--- src/rtl/mips_pkg.sv ---
// mips_pkg: definitions shared by the fetch stage and the decode control unit.
//   - opcode constants (Instr[31:26])
//   - NOP_INSTR, the bubble word loaded into IF/ID on flush
//   - PC_WIDTH_DEF, the default PC/address width
//   - fetch FSM state encoding
package mips_pkg;

  localparam int PC_WIDTH_DEF = 32;

  localparam logic [31:0] NOP_INSTR = 32'h0000_0000;

  localparam logic [5:0] OP_TIPOR = 6'h00;  // R-type, decoded by Funct
  localparam logic [5:0] OP_J     = 6'h02;
  localparam logic [5:0] OP_BEQ   = 6'h04;
  localparam logic [5:0] OP_BNE   = 6'h05;
  localparam logic [5:0] OP_ADDI  = 6'h08;
  localparam logic [5:0] OP_ORI   = 6'h0d;
  localparam logic [5:0] OP_LW    = 6'h23;
  localparam logic [5:0] OP_SW    = 6'h2b;
  localparam logic [5:0] OP_HALT  = 6'h3f;

  typedef enum logic {
    ST_RUN    = 1'b0,
    ST_HALTED = 1'b1
  } fetch_state_e;

  function automatic logic [5:0] instr_opcode(input logic [31:0] instr);
    return instr[31:26];
  endfunction

endpackage

--- src/rtl/if_id_reg.sv ---
// if_id_reg: IF/ID pipeline register.
//   clk, reset   : clock, synchronous active-high reset
//   load_i       : capture instr_i / pcp4_i and mark the entry valid
//   flush_i      : replace the entry with a NOP bubble (pcp4 holds)
//   instr_i/o    : instruction word
//   pcp4_i/o     : PC+4 of that instruction
//   valid_o      : entry holds a real fetched instruction
// Neither load nor flush means hold. Flush has priority over load.
module if_id_reg
  import mips_pkg::*;
#(
  parameter int PC_WIDTH = PC_WIDTH_DEF
) (
  input  logic                clk,
  input  logic                reset,
  input  logic                load_i,
  input  logic                flush_i,
  input  logic [31:0]         instr_i,
  input  logic [PC_WIDTH-1:0] pcp4_i,
  output logic [31:0]         instr_o,
  output logic [PC_WIDTH-1:0] pcp4_o,
  output logic                valid_o
);

  logic [31:0]         instr_q;
  logic [PC_WIDTH-1:0] pcp4_q;
  logic                valid_q;

  always_ff @(posedge clk) begin
    if (reset) begin
      instr_q <= NOP_INSTR;
      pcp4_q  <= '0;
      valid_q <= 1'b0;
    end else if (flush_i) begin
      instr_q <= NOP_INSTR;
      valid_q <= 1'b0;
    end else if (load_i) begin
      instr_q <= instr_i;
      pcp4_q  <= pcp4_i;
      valid_q <= 1'b1;
    end
  end

  assign instr_o = instr_q;
  assign pcp4_o  = pcp4_q;
  assign valid_o = valid_q;

endmodule

--- src/rtl/if_stage.sv ---
// if_stage: MIPS instruction-fetch stage. Owns the PC, drives the
// instruction-memory address, holds IF/ID and forms branch/jump targets
// from the instruction currently in IF/ID.
//   clk, reset          : clock, synchronous active-high reset
//   Stall               : hold PC and IF/ID
//   BranchTaken, Jump   : redirect from ID (Jump target wins if both)
//   Halt                : stop fetching until reset
//   ImemAddr, ImemData  : word address / async-read instruction word
//   PC                  : current fetch PC
//   Instr, IdPCPlus4    : IF/ID contents
//   Valid               : IF/ID holds a real instruction
//   Halted              : fetch permanently stopped
// Optional feature, macro IF_STEP_EN: adds StepMode/StepPulse. In step
// mode, advances and redirects only happen on StepPulse cycles; other
// cycles behave like Stall. Halt and reset are unaffected.
module if_stage
  import mips_pkg::*;
#(
  parameter int                  PC_WIDTH        = PC_WIDTH_DEF,
  parameter int                  IMEM_ADDR_WIDTH = 10,
  parameter logic [PC_WIDTH-1:0] RESET_PC        = '0
) (
  input  logic                       clk,
  input  logic                       reset,
  input  logic                       Stall,
  input  logic                       BranchTaken,
  input  logic                       Jump,
  input  logic                       Halt,
`ifdef IF_STEP_EN
  input  logic                       StepMode,
  input  logic                       StepPulse,
`endif
  output logic [IMEM_ADDR_WIDTH-1:0] ImemAddr,
  input  logic [31:0]                ImemData,
  output logic [PC_WIDTH-1:0]        PC,
  output logic [31:0]                Instr,
  output logic [PC_WIDTH-1:0]        IdPCPlus4,
  output logic                       Valid,
  output logic                       Halted
);

  fetch_state_e        state_q;
  logic [PC_WIDTH-1:0] pc_q, pc_d;
  logic                halted_q;
  logic                load, flush;
  logic                step_blk, redirect, hold;
  logic [PC_WIDTH-1:0] pc_plus4, br_tgt, j_tgt;

  // A step-mode cycle without a pulse is indistinguishable from a stall,
  // and it also defers any redirect until the next pulse.
`ifdef IF_STEP_EN
  assign step_blk = StepMode & ~StepPulse;
`else
  assign step_blk = 1'b0;
`endif

  assign redirect = (BranchTaken | Jump) & ~step_blk;
  assign hold     = Stall | step_blk;

  assign pc_plus4 = pc_q + PC_WIDTH'(4);
  assign br_tgt   = IdPCPlus4 + {{(PC_WIDTH-18){Instr[15]}}, Instr[15:0], 2'b00};
  assign j_tgt    = {IdPCPlus4[PC_WIDTH-1:28], Instr[25:0], 2'b00};

  always_comb begin
    pc_d  = pc_q;
    load  = 1'b0;
    flush = 1'b0;
    if (state_q == ST_RUN) begin
      if (redirect) begin
        // Redirect moves the PC even under Stall; the wrong-path fetch
        // becomes the single bubble.
        pc_d  = Jump ? j_tgt : br_tgt;
        flush = 1'b1;
      end else if (Halt) begin
        flush = 1'b1;
      end else if (!hold) begin
        pc_d = pc_plus4;
        load = 1'b1;
      end
    end
  end

  always_ff @(posedge clk) begin
    if (reset) begin
      state_q  <= ST_RUN;
      pc_q     <= RESET_PC;
      halted_q <= 1'b0;
    end else begin
      pc_q <= pc_d;
      case (state_q)
        ST_RUN: begin
          if (!redirect && Halt) begin
            state_q  <= ST_HALTED;
            halted_q <= 1'b1;
          end
        end
        ST_HALTED: begin
          state_q  <= ST_HALTED;
          halted_q <= 1'b1;
        end
        default: begin
          state_q  <= ST_RUN;
          halted_q <= 1'b0;
        end
      endcase
    end
  end

  if_id_reg #(.PC_WIDTH(PC_WIDTH)) u_if_id (
    .clk     (clk),
    .reset   (reset),
    .load_i  (load),
    .flush_i (flush),
    .instr_i (ImemData),
    .pcp4_i  (pc_plus4),
    .instr_o (Instr),
    .pcp4_o  (IdPCPlus4),
    .valid_o (Valid)
  );

  assign ImemAddr = pc_q[IMEM_ADDR_WIDTH+1:2];
  assign PC       = pc_q;
  assign Halted   = halted_q;

endmodule

--- config.mk ---
export PLATFORM = sky130hd
export DESIGN_NAME = if_stage
export DESIGN_NICKNAME = d
export VERILOG_FILES = /design/src/rtl/mips_pkg.sv /design/src/rtl/if_id_reg.sv /design/src/rtl/if_stage.sv
export SDC_FILE = /design/constraint.sdc
export NUM_CORES = 1
export LEC_CHECK = 0
export ABC_CLOCK_PERIOD_IN_PS = 4800
export CAP_MARGIN = 20
export CORE_UTILIZATION = 54
export DETAILED_ROUTE_END_ITERATION = 10
export PLACE_DENSITY = 0.87
export SYNTH_ARGS = -nofsm -noshare
export SYNTH_HDL_FRONTEND = slang
export SYNTH_SLANG_ARGS = --single-unit
export TNS_END_PERCENT = 5
--- constraint.sdc ---
create_clock -name clk -period 4.8 [get_ports clk]
set_input_delay 1.2 -clock clk [delete_from_list [all_inputs] [get_ports clk]]
set_output_delay 1.2 -clock clk [all_outputs]
set_load 0.1 [all_outputs]
==> results of run 1 <==
[layout make-up]
class	count	area [sq um]
tap	143	178.9
timing repair buffer	162	1574
fill	941	3298
sequential	99	1982
clock inverter	6	95.09
clock buffer	10	239.0
inverter	14	52.55
multi-input combinational	660	3999
[Yosys cell counts (3+ instances only)]
| library cell | n | area share [%] |
|---|---|---|
| o31ai_1 | 3 | 0.36 |
| o21a_1 | 10 | 1.2 |
| o221ai_1 | 6 | 0.83 |
| a31oi_1 | 4 | 0.40 |
| ha_1 | 30 | 5.9 |
| dfxtp_1 | 99 | 31 |
| a21o_1 | 16 | 1.9 |
| a21oi_1 | 89 | 7.1 |
| xor2_1 | 23 | 3.2 |
| a2111oi_0 | 3 | 0.42 |
| clkbuf_1 | 37 | 2.2 |
| and3_1 | 12 | 1.2 |
| nand4_1 | 11 | 1.1 |
| o21bai_1 | 10 | 1.2 |
| o211ai_1 | 17 | 2.0 |
| inv_1 | 14 | 0.83 |
| a221oi_1 | 5 | 0.69 |
| buf_4 | 12 | 1.4 |
| mux2i_1 | 4 | 0.63 |
| a211o_1 | 5 | 0.69 |
| a22o_1 | 4 | 0.56 |
| nor3b_1 | 4 | 0.48 |
| and2_1 | 4 | 0.40 |
| a211oi_1 | 33 | 3.9 |
| nand3_1 | 18 | 1.4 |
| a22oi_1 | 5 | 0.59 |
| nor3_1 | 11 | 0.87 |
| o21ai_0 | 46 | 3.6 |
| nor2_1 | 81 | 4.8 |
| or3_1 | 12 | 1.2 |
| nand2_1 | 138 | 8.2 |
| buf_2 | 7 | 0.56 |
| buf_1 | 4 | 0.24 |
| xnor2_1 | 20 | 2.8 |
[cell families (layout without fill, tap and decap cells)]
logic type      count (synthesis)  in the layout
fa+ha+maj                      31             31
flops                          99             99
simple gates                  308            308
mux                             4              4
buf+inv                        75            192
xor+xnor                       43             43
compound gates                274            274
[layer usage]
| layer | routed length [microns] | global-route usage (%) | vias up |
|---|---|---|---|
| met3 | 1873 | 5.996 | 38 |
| met1 | 8430 | 46.33 | 3137 |
| met2 | 9132 | 53.13 | 332 |
| met5 | 0 | 0 | - |
| li1 | - | - | 3218 |
| met4 | 397 | 9.680 | 0 |
[worst paths after layout]
kind,from,endpoint,cells after the start
worst max register to register,u_if_id.instr_o[0],PC[26],9
worst min register to register,u_if_id.instr_o[30],u_if_id.instr_o[30],2
worst min-delay path,u_if_id.instr_o[30],u_if_id.instr_o[30],2
worst max-delay path,Jump,u_if_id.pcp4_o[12],9
[cells in the final DEF, fill, tap and decap left out, drive strengths merged, types with 18 or more instances in the layout]
master and instances:
dfxtp 99, buf 18, xor2 23, clkdlybuf4s50 144, a211oi 35, nand3 18
nor2 82, xnor2 20, ha 30, a21oi 90, o21ai 48, nand2 139
[worst register-to-register path, stage by stage (launching register included)]
cell,delay [ps]
dfxtp_1,340
ha_1,250
fa_1,440
a211oi_1,340
o21bai_1,210
o211ai_1,450
a21oi_1,220
a211o_1,360
xnor2_1,320
o22ai_1,150
[sequential cells by signal, summed over array words and instances (netlist names)]
| name | cells |
|---|---|
| u_if_id.valid_o | 1 |
| u_if_id.instr_o | 32 |
| u_if_id.pcp4_o | 32 |
| PC | 32 |
| Halted | 1 |
| state_q | 1 |
[stage by stage]
stage | instances | total power [mW] | setup WS, ps | instance area [sq um] | hold slack, ps
detailed placement | 1078 | 1.355 | 971.3 | 7786 | 453.1
finish | 1094 | 2.163 | 1223 | 8120 | 463.7
floorplan | 834 | 1.225 | 1737 | 6311 | 441.8
global placement | 1078 | 1.351 | 1022 | 7786 | 443.4
CTS | 1094 | 2.160 | 1297 | 8120 | 462.9
global route | 1094 | 2.228 | 1095 | 8120 | 484.8
[where the power goes]
part           internal (mW)  leakage [nW]  switching, mW  total, mW
registers              0.844         0.803         0.0370      0.881
clock network          0.477         0.157          0.342      0.819
logic                  0.129          2.09          0.334      0.463
total                   1.45          3.05          0.713       2.16
==> results.md, run 1 <==
- Run status: finished clean
- Via count: 6725
- Endpoint class of the critical path: register
- Cells along the critical path: clkdlybuf4s50_1, buf_4, inv_1, nand2_1, buf_4, nor4_4, buf_4, nor2_1, a211oi_1
- Synth warn: 0
- Leak Pwr: 3.050 nW
- Pin count of the biggest net entering global routing: 56
- Post-Syn Area per Cell: 7.567 sq um
- CTS buffer count: 9
- Yosys cell types: 63
- H-Tree Depth: 3
- Wire length per cell: 18.13 microns
- Slew Limit Fails: 0
- Syn_nets: 903
- Die Ht: 110.1 microns
- Critical-path top delay cell: buf_4
- Max Freq: 279.6 MHz
- CTS max path bufs: 2
- Starting DRC count in detailed routing: 643
- Setup TNS Final: 0 ps
- First-pass GRT wire length: 31.57 mm
- Reg2reg setup slack: 1570 ps
- Ant. Diodes: 0
- Synth Cell Area: 6311 sq um
- Core Area: 11420 sq um
- End-of-flow core utilization: 71.12%
- Max incr delay on CP: 520 ps
- Routed WL: 19.83 mm
- Clock skew: 9.597 ps
- Max-slew headroom: 29.47%
- Post-synth EDFFs: 0
- Worst Path Buf+Inv: 5
- DR vias/cell: 6.147
- Min Tclk post-route: 3577 ps
- # DRC: 0
- Worst skew pair latency: 350 ps
- # IOs: 146
- Count of hold-fix buffers inserted at cts: 0
- Clk slew on worst S/H paths: 70 ps
- Clock sinks: 99
- FF+latch count, synth: 99
- CP dominant cell by count: buf_4
- Max IR drop VDD: 0.1735 mV
- Num rows: 39
- Port Buffer Count: 145
- CP Launch Type: primary input
- Global route total overflow: 0
- CTS tree: yes
- Post-synthesis mux area share: 0.6344%
- Root buf cell: clkbuf_16
- Worst slew pin tran: 1055 ps
- CP delay by family, top: buffers and inverters
- Sequential element share of the synthesized area: 31.40%
- Power Dens Cells: 266.4 nW/um^2
- Post-CTS sizing: 0
- GR Util All Layers: 33.45%
- CP Class: in -> reg
- WP data required: 5050 ps
- DIE WIDTH: 110.1 microns
- Initial core utilization: 55.27%
- Simple-gate portion of the synthesized area: 22.24%
- Min-delay worst type: reg -> reg
- Post-layout net count: 1015
- Initial antenna violation count: 0
- ANT nets after route: 0
- Max_cap viols: 0
- Crit path max fanout: 55
- Synth Area in Compound Gates: 28.05%
- Synthesized-area fraction occupied by adder cells: 6.265%
- Post-CTS Setup Inserts: 0
- Area Growth Syn to Fin: 28.67%
- Crit share post-route: 74.52%
- Layout cell share with drive strength beyond 1: 5.258%
- RD Place Congestion: 0.9552
- Main combinational cell family by area after synthesis: compound AO/OA/AOI/OAI gates
- Dominant synthesized flop cell: dfxtp_1
- Post-Synth XOR/XNOR Area: 5.967%
- Asr flop ratio synth: 0%
- Die footprint: 12120 sq um
- RSZ-0062 raised after global routing: false
- DP HPWL: 14.35 mm
- DRT Pass-1 Iters: 5
- Vias in the first global route: 6207
- Synth Instances: 834
- Endpoints failing setup: 0
- Final Hold Violating Endpoints: 0
- Critical path arrival: 3820 ps
(Power assumes the default switching activity.)
==> inputs of run 2 (changes only) <==
--- a/config.mk
+++ b/config.mk
@@ -5,11 +5,11 @@
 export SDC_FILE = /design/constraint.sdc
 export NUM_CORES = 1
 export LEC_CHECK = 0
-export ABC_CLOCK_PERIOD_IN_PS = 4800
+export ABC_CLOCK_PERIOD_IN_PS = 2900
 export CAP_MARGIN = 20
-export CORE_UTILIZATION = 54
+export CORE_UTILIZATION = 46
 export DETAILED_ROUTE_END_ITERATION = 10
-export PLACE_DENSITY = 0.87
+export PLACE_DENSITY = 0.79
 export SYNTH_ARGS = -nofsm -noshare
 export SYNTH_HDL_FRONTEND = slang
 export SYNTH_SLANG_ARGS = --single-unit
==> constraint.sdc (replaced) <==
create_clock -name clk -period 2.9 [get_ports clk]
set_input_delay 0.725 -clock clk [delete_from_list [all_inputs] [get_ports clk]]
set_output_delay 0.725 -clock clk [all_outputs]
set_load 0.1 [all_outputs]
==> run 2 against run 1 <==
  * Count of clock-buffer cells in the layout is the same
  * Total power grew 60%
  * Utilization shrank 10 points
  * Critical path depth shrank 1
  * Clock power grew 50%
  * First-iteration DRC count shrank 27%
  * Worst setup slack lost 1100 ps
==> results.md, run 2 (same netlist as run 1, synthesis figures left out) <==
- Run status: finished clean
- Port Buffer Count: 145 (unchanged)
- Worst Hold End: u_if_id.instr_o[29]
- Worst R2R Start: u_if_id.instr_o[6]
- Pin count of the biggest net entering global routing: 61 (+8.9%)
- DRT Pass-1 Iters: 5 (unchanged)
- Critical path arrival: 3050 ps (-770 ps)
- GR Util All Layers: 28.77% (-4.7 points)
- WP data required: 3130 ps (-1920 ps)
- Max_cap viols: 0 (unchanged)
- CTS buffer count: 9 (unchanged)
- Storage cell area: 1988 sq um (+0.32%)
- DIE WIDTH: 119.1 microns (+8.2%)
- Layout cell share with drive strength beyond 1: 19.20% (+14 points)
- Cells along the critical path: ha_1, a21oi_1, o22ai_1, a221oi_1, o211ai_1, nor2_1, xor2_1, o21ai_0
- Min-delay src: u_if_id.instr_o[29]
- Count of hold-fix buffers inserted at cts: 0 (unchanged)
- Max-slew headroom: 67.34% (+38 points)
- Via count: 6771 (+0.68%)
- Critical-path top delay cell: a221oi_1
- Placed cell area: 7766 sq um (-0.26%)
- Post-layout net count: 1038 (+2.3%)
- Crit share post-route: 97.43%
- Leading cell type in the layout, fill and taps excluded: buf_4
- Worst hold slack: 455.8 ps (-7.897 ps)
- First-pass GRT wire length: 32.11 mm (+1.7%)
- RD Place Congestion: 0.9633 (+0.85%)
- Starting DRC count in detailed routing: 468 (-27%)
- GRT busiest layer: met2
- GR Util met1: 40.60% (-5.7 points)
- CTS tree: yes
- Clock sinks: 99 (unchanged)
- Hold path cells: 2 (unchanged)
- GRT met2 Usage: 44.19% (-8.9 points)
- H-Tree Depth: 3 (unchanged)
- Wire length per cell: 17.82 microns (-1.7%)
- Root buf cell: clkbuf_16
- Vias in the first global route: 6063 (-2.3%)
- Max incr delay on CP: 430 ps (-90 ps)
- Worst Path Buf+Inv: 0 (-5)
- Crit path max fanout: 4 (-93%)
- Die Ht: 119.1 microns (+8.2%)
- Area Growth Syn to Fin: 28.01%
- Global route total overflow: 0 (unchanged)
- Max Freq: 353.9 MHz
- Slew Limit Fails: 0 (unchanged)
- Multi-input logic area: 4009 sq um (+0.25%)
- # DRC: 0 (unchanged)
- CTS max path bufs: 2 (unchanged)
- ANT nets after route: 0 (unchanged)
- Endpoint class of the critical path: register
- Fillers: 1225 (+30%)
- Die footprint: 14190 sq um (+17%)
- Worst skew pair latency: 360 ps (about the same)
- CP Launch Type: register
- Min-delay worst type: reg -> reg
- Routed WL: 20.49 mm (+3.3%)
- RSZ-0062 raised after global routing: false
- # IOs: 146 (unchanged)
- Routing usage on met3: 4.215% (-1.8 points)
- Clock skew: 12.23 ps (+2.635 ps)
- Num rows: 42 (+7.7%)
- Power Dens Cells: 429.0 nW/um^2 (+61%)
- Fin cells: 1150 (+5.1%)
- RR Endpoint: PC[23]
- Endpoints failing setup: 0 (unchanged)
- CP delay by family, top: compound AO/OA/AOI/OAI gates
- Finished Cell Area: 8079 sq um (-0.51%)
- CP Class: reg -> reg
- Setup TNS Final: 0 ps (unchanged)
- Core Area: 13300 sq um (+16%)
- Highest-count cells in the layout ignoring fill and taps: buf_4, nand2_1, dfxtp_1
- DP HPWL: 15.45 mm (+7.6%)
- Placement Setup Slack: 70.36 ps (-900.9 ps)
- Ant. Diodes: 0 (unchanged)
- Worst Reg-to-Reg Cells: 8 (-1)
- Initial core utilization: 47.47% (-7.8 points)
- Final Hold Violating Endpoints: 0 (unchanged)
- DR vias/cell: 5.888 (-4.2%)
- Leak Pwr: 3.371 nW (+11%)
- Placed cells: 1133 (+5.1%)
- Fin worst setup slack: 74.50 ps (-1149 ps)
- Initial antenna violation count: 0 (unchanged)
- Min Tclk post-route: 2825 ps
- Worst slew pin tran: 489.6 ps (-565.1 ps)
- Clk slew on worst S/H paths: 70 ps (about the same)
- Max IR drop VDD: 0.2903 mV (+67%)
- Reg2reg setup slack: 70 ps (-1500 ps)
==> run 2: cell count changes in the layout (fill, tap and decap cells not counted), sizes merged <==
cell	previous run	this run
bufinv	2	1
buf	18	149
inv	16	14
clkdlybuf4s50	144	36
clkinvlp	2	3
clkinv	0	2
==> run 2: per-stage QoR <==
stage | util, % | power, mW
CTS | 60.69 | 3.468
global route | 60.77 | 3.564
finish | 60.77 | 3.466
global placement | 58.41 | 2.252
detailed placement | 58.41 | 2.258
floorplan | - | 2.029
==> run 2: tightest hold or removal path: cells and delay by family, from the launching register on <==
family | cells | cell delay, ps
AO/OA/AOI/OAI | 1 | 50
flip-flops | 1 | 310
AND/OR/NAND/NOR | 1 | 50
==> run 2: how the worst max path moves through the flow <==
stage                  startpoint     end  slack [ps]  depth (start not counted)
6_report       u_if_id.instr_o[6]  PC[23]          70                          8
5_1_grt        u_if_id.instr_o[6]  PC[23]          50                          8
4_1_cts        u_if_id.instr_o[0]  PC[22]         130                         10
3_5_place_dp   u_if_id.instr_o[0]  PC[22]          70                          9
3_3_place_gp   u_if_id.instr_o[0]  PC[22]         110                          9
2_1_floorplan  u_if_id.instr_o[0]  PC[22]        -130                          9
==> run 2: report_power, final <==
part           total, mW  switching (mW)  internal (mW)
sequential          1.46          0.0575           1.40
combinational      0.780           0.564          0.216
clock               1.23           0.559          0.670
total               3.47            1.18           2.28
==> run 2: timing repair <==
action	in CTS	in global routing
pin swaps	1	0
gates resized for setup	0	3
buffers inserted	1	0
setup endpoints to repair	1	2
==> run 2: final cells by class <==
type,count,area share (%)
flip-flops and latches,99,24.61
multi-input cells,660,49.62
repair buffers,185,18.74
well taps,176,2.726
clock inverters,6,0.8208
clock buffers,10,2.834
inverters,14,0.6505
==> run 2: routing by layer <==
| layer | vias to the layer above | part of all wire, % |
|---|---|---|
| met1 | 3204 | 46 |
| li1 | 3262 | - |
| met2 | 279 | 45 |
| met5 | - | 0 |
| met3 | 26 | 7.9 |
| met4 | 0 | 1.9 |
==> inputs of run 3 (changes only) <==
--- a/config.mk
+++ b/config.mk
@@ -9,7 +9,7 @@
 export CAP_MARGIN = 20
 export CORE_UTILIZATION = 46
 export DETAILED_ROUTE_END_ITERATION = 10
-export PLACE_DENSITY = 0.79
+export PLACE_DENSITY = 0.77
 export SYNTH_ARGS = -nofsm -noshare
 export SYNTH_HDL_FRONTEND = slang
 export SYNTH_SLANG_ARGS = --single-unit
==> run 3 against run 2 <==
  * Sequential power is essentially flat
  * Register-to-register slack gained 110 ps
  * Critical path type unchanged
  * Count of clock-buffer cells in the layout shrank 1
  * First-iteration DRC count grew 38%
  * Non-clock buffer count shrank 1
==> results.md, run 3 (same netlist as run 1, synthesis figures left out) <==
- Run status: finished clean
- DRT Pass-1 Iters: 5 (unchanged)
- Clock sinks: 99 (unchanged)
- Layout cell share with drive strength beyond 1: 19.12% (-0.083 points)
- Endpoints failing setup: 0 (unchanged)
- Placement Setup Slack: 143.3 ps (+72.99 ps)
- Worst slew pin tran: 475.0 ps (-14.55 ps)
- Total power: 3.369 mW (-2.8%)
- Max incr delay on CP: 450 ps (+20 ps)
- Fin worst setup slack: 188.4 ps (+113.9 ps)
- Leak Pwr: 3.353 nW (-0.51%)
- First-pass GRT wire length: 32.21 mm (+0.32%)
- Slew Limit Fails: 0 (unchanged)
- Starting DRC count in detailed routing: 644 (+38%)
- Endpoint class of the critical path: register
- Min Tclk post-route: 2712 ps (-113.9 ps)
- Ant. Diodes: 0 (unchanged)
- Core Area: 13300 sq um (unchanged)
- Max Freq: 368.8 MHz (+4.2%)
- Initial antenna violation count: 0 (unchanged)
- Wire length per cell: 17.38 microns (-2.5%)
- # DRC: 0 (unchanged)
- Psw: 1.173 mW (-0.64%)
- Clk slew on worst S/H paths: 70 ps (about the same)
- Critical path arrival: 2940 ps (-110 ps)
- Fillers: 1226 (+0.082%)
- Final Hold Violating Endpoints: 0 (unchanged)
- RSZ-0062 raised after global routing: false
- Cells along the critical path: ha_1, a21oi_1, o22ai_1, a221oi_1, o211ai_1, nor2_1, xor2_1, o21ai_0
- Count of hold-fix buffers inserted at cts: 0 (unchanged)
- Fin cells: 1149 (-0.087%)
- CP Launch Type: register
- Combinational power share: 22.8% (+0.3 points)
- DP HPWL: 15.17 mm (-1.8%)
- H-Tree Depth: 3 (unchanged)
- Global route total overflow: 0 (unchanged)
- Leading cell type in the layout, fill and taps excluded: buf_4
- ANT nets after route: 0 (unchanged)
- Min-delay worst type: reg -> reg
- CTS tree: yes
- Worst hold slack: 455.6 ps (-0.1980 ps)
- CP delay by family, top: compound AO/OA/AOI/OAI gates
- Internal Power: 2.196 mW (-3.9%)
- Sequential fraction of design power: 43.3% (+1.3 points)
- Placed cells: 1132 (-0.088%)
- Die Ht: 119.1 microns (unchanged)
- Highest-count cells in the layout ignoring fill and taps: buf_4, nand2_1, dfxtp_1
- Critical-path top delay cell: a221oi_1
- Via count: 6677 (-1.4%)
- Post-layout net count: 1037 (-0.096%)
- Max_cap viols: 0 (unchanged)
- Clock skew: 8.925 ps (-3.307 ps)
- Crit path max fanout: 4 (unchanged)
- CTS max path bufs: 2 (unchanged)
- Max IR drop VDD: 0.3046 mV (+4.9%)
- RD Place Congestion: 0.9429 (-2.1%)
- Switching Share: 34.83% (+0.75 points)
- Worst skew pair latency: 360 ps (about the same)
- Routed WL: 19.97 mm (-2.5%)
- Initial core utilization: 47.47% (unchanged)
- DR vias/cell: 5.811 (-1.3%)
- Die footprint: 14190 sq um (unchanged)
- Worst Path Buf+Inv: 0 (unchanged)
- Max-slew headroom: 68.29% (+0.95 points)
- Vias in the first global route: 5952 (-1.8%)
- Clock power frac: 33.9% (-1.6 points)
- Power Dens Cells: 419.4 nW/um^2 (-2.2%)
- Root buf cell: clkbuf_16
- Pin count of the biggest net entering global routing: 60 (-1.6%)
- Num rows: 42 (unchanged)
- Crit share post-route: 93.50% (-3.9 points)
- WP data required: 3130 ps (about the same)
- GR Util All Layers: 28.67% (-0.10 points)
- Port Buffer Count: 145 (unchanged)
- # IOs: 146 (unchanged)
- End-of-flow core utilization: 60.43% (-0.34 points)
- Area Growth Syn to Fin: 27.30%
- CP Class: reg -> reg
- DIE WIDTH: 119.1 microns (unchanged)
- CTS buffer count: 9 (unchanged)
==> run 3: changes by cell type in the layout (fill, tap and decap cells not counted), sizes merged <==
cell      previous run  this run
clkinvlp             3         2
bufinv               1         0
clkbuf              10         9
buf                149       148
inv                 14        16
clkinv               2         3
==> run 3: per-stage QoR <==
| stage | TNS, ps | area, sq um |
|---|---|---|
| final | 0 | 8034 |
| after global routing | 0 | 8034 |
| after CTS | 0 | 8023 |
| after detailed placement | 0 | 7746 |
| after global placement | 0 | 7746 |
| after floorplan | -643.9 | 6317 |
==> run 3: power groups by stage <==
| stage | Combinational (mW) | Sequential, mW | Clock [mW] |
|---|---|---|---|
| after global placement | 0.759 | 1.49 | 0 |
| after global routing | 0.810 | 1.46 | 1.22 |
| after CTS | 0.764 | 1.46 | 1.16 |
| after detailed placement | 0.762 | 1.49 | 0 |
| after floorplan | 0.287 | 1.74 | 0 |
| final | 0.769 | 1.46 | 1.14 |
==> run 3: timing repair <==
item	4_1_cts	5_1_grt
endpoints found under the hold margin	0	0
setup endpoints to repair	0	3
buffers inserted	0	1
gates resized for setup	0	1
==> run 3: worst register-to-register path, delay by kind of cell, from the launching register on <==
family	cells	cell delay [ps]
xor+xnor	1	310
compound gates	5	1310
flops	1	350
simple gates	1	250
fa+ha+maj	1	370
==> run 3: per-layer routing <==
metal,wire (microns),part of all wire [%],track usage [%]
met5,0,0,0
met4,508,2.5,11.39
met3,1777,8.9,5.603
met2,8552,43,41.32
met1,9132,46,41.46
==> run 3: final timing paths <==
| kind | from | endpoint | slack, ps | depth (start not counted) |
|---|---|---|---|---|
| worst max-delay path | u_if_id.instr_o[6] | PC[23] | 190 | 8 |
| worst min-delay path | u_if_id.instr_o[26] | u_if_id.instr_o[26] | 460 | 2 |
| worst max register to register | u_if_id.instr_o[6] | PC[23] | 190 | 8 |
| worst min register to register | u_if_id.instr_o[26] | u_if_id.instr_o[26] | 460 | 2 |
==> run 3: cell type report <==
class / instances / area (sq um) / area share (%)
Tap cell: 176 / 220.2 / 2.741
Multi-Input combinational cell: 660 / 4003 / 49.82
Inverter: 14 / 52.55 / 0.6541
Sequential cell: 99 / 1988 / 24.75
Timing Repair Buffer: 184 / 1494 / 18.60
Clock inverter: 7 / 51.30 / 0.6385
Clock buffer: 9 / 225.2 / 2.803
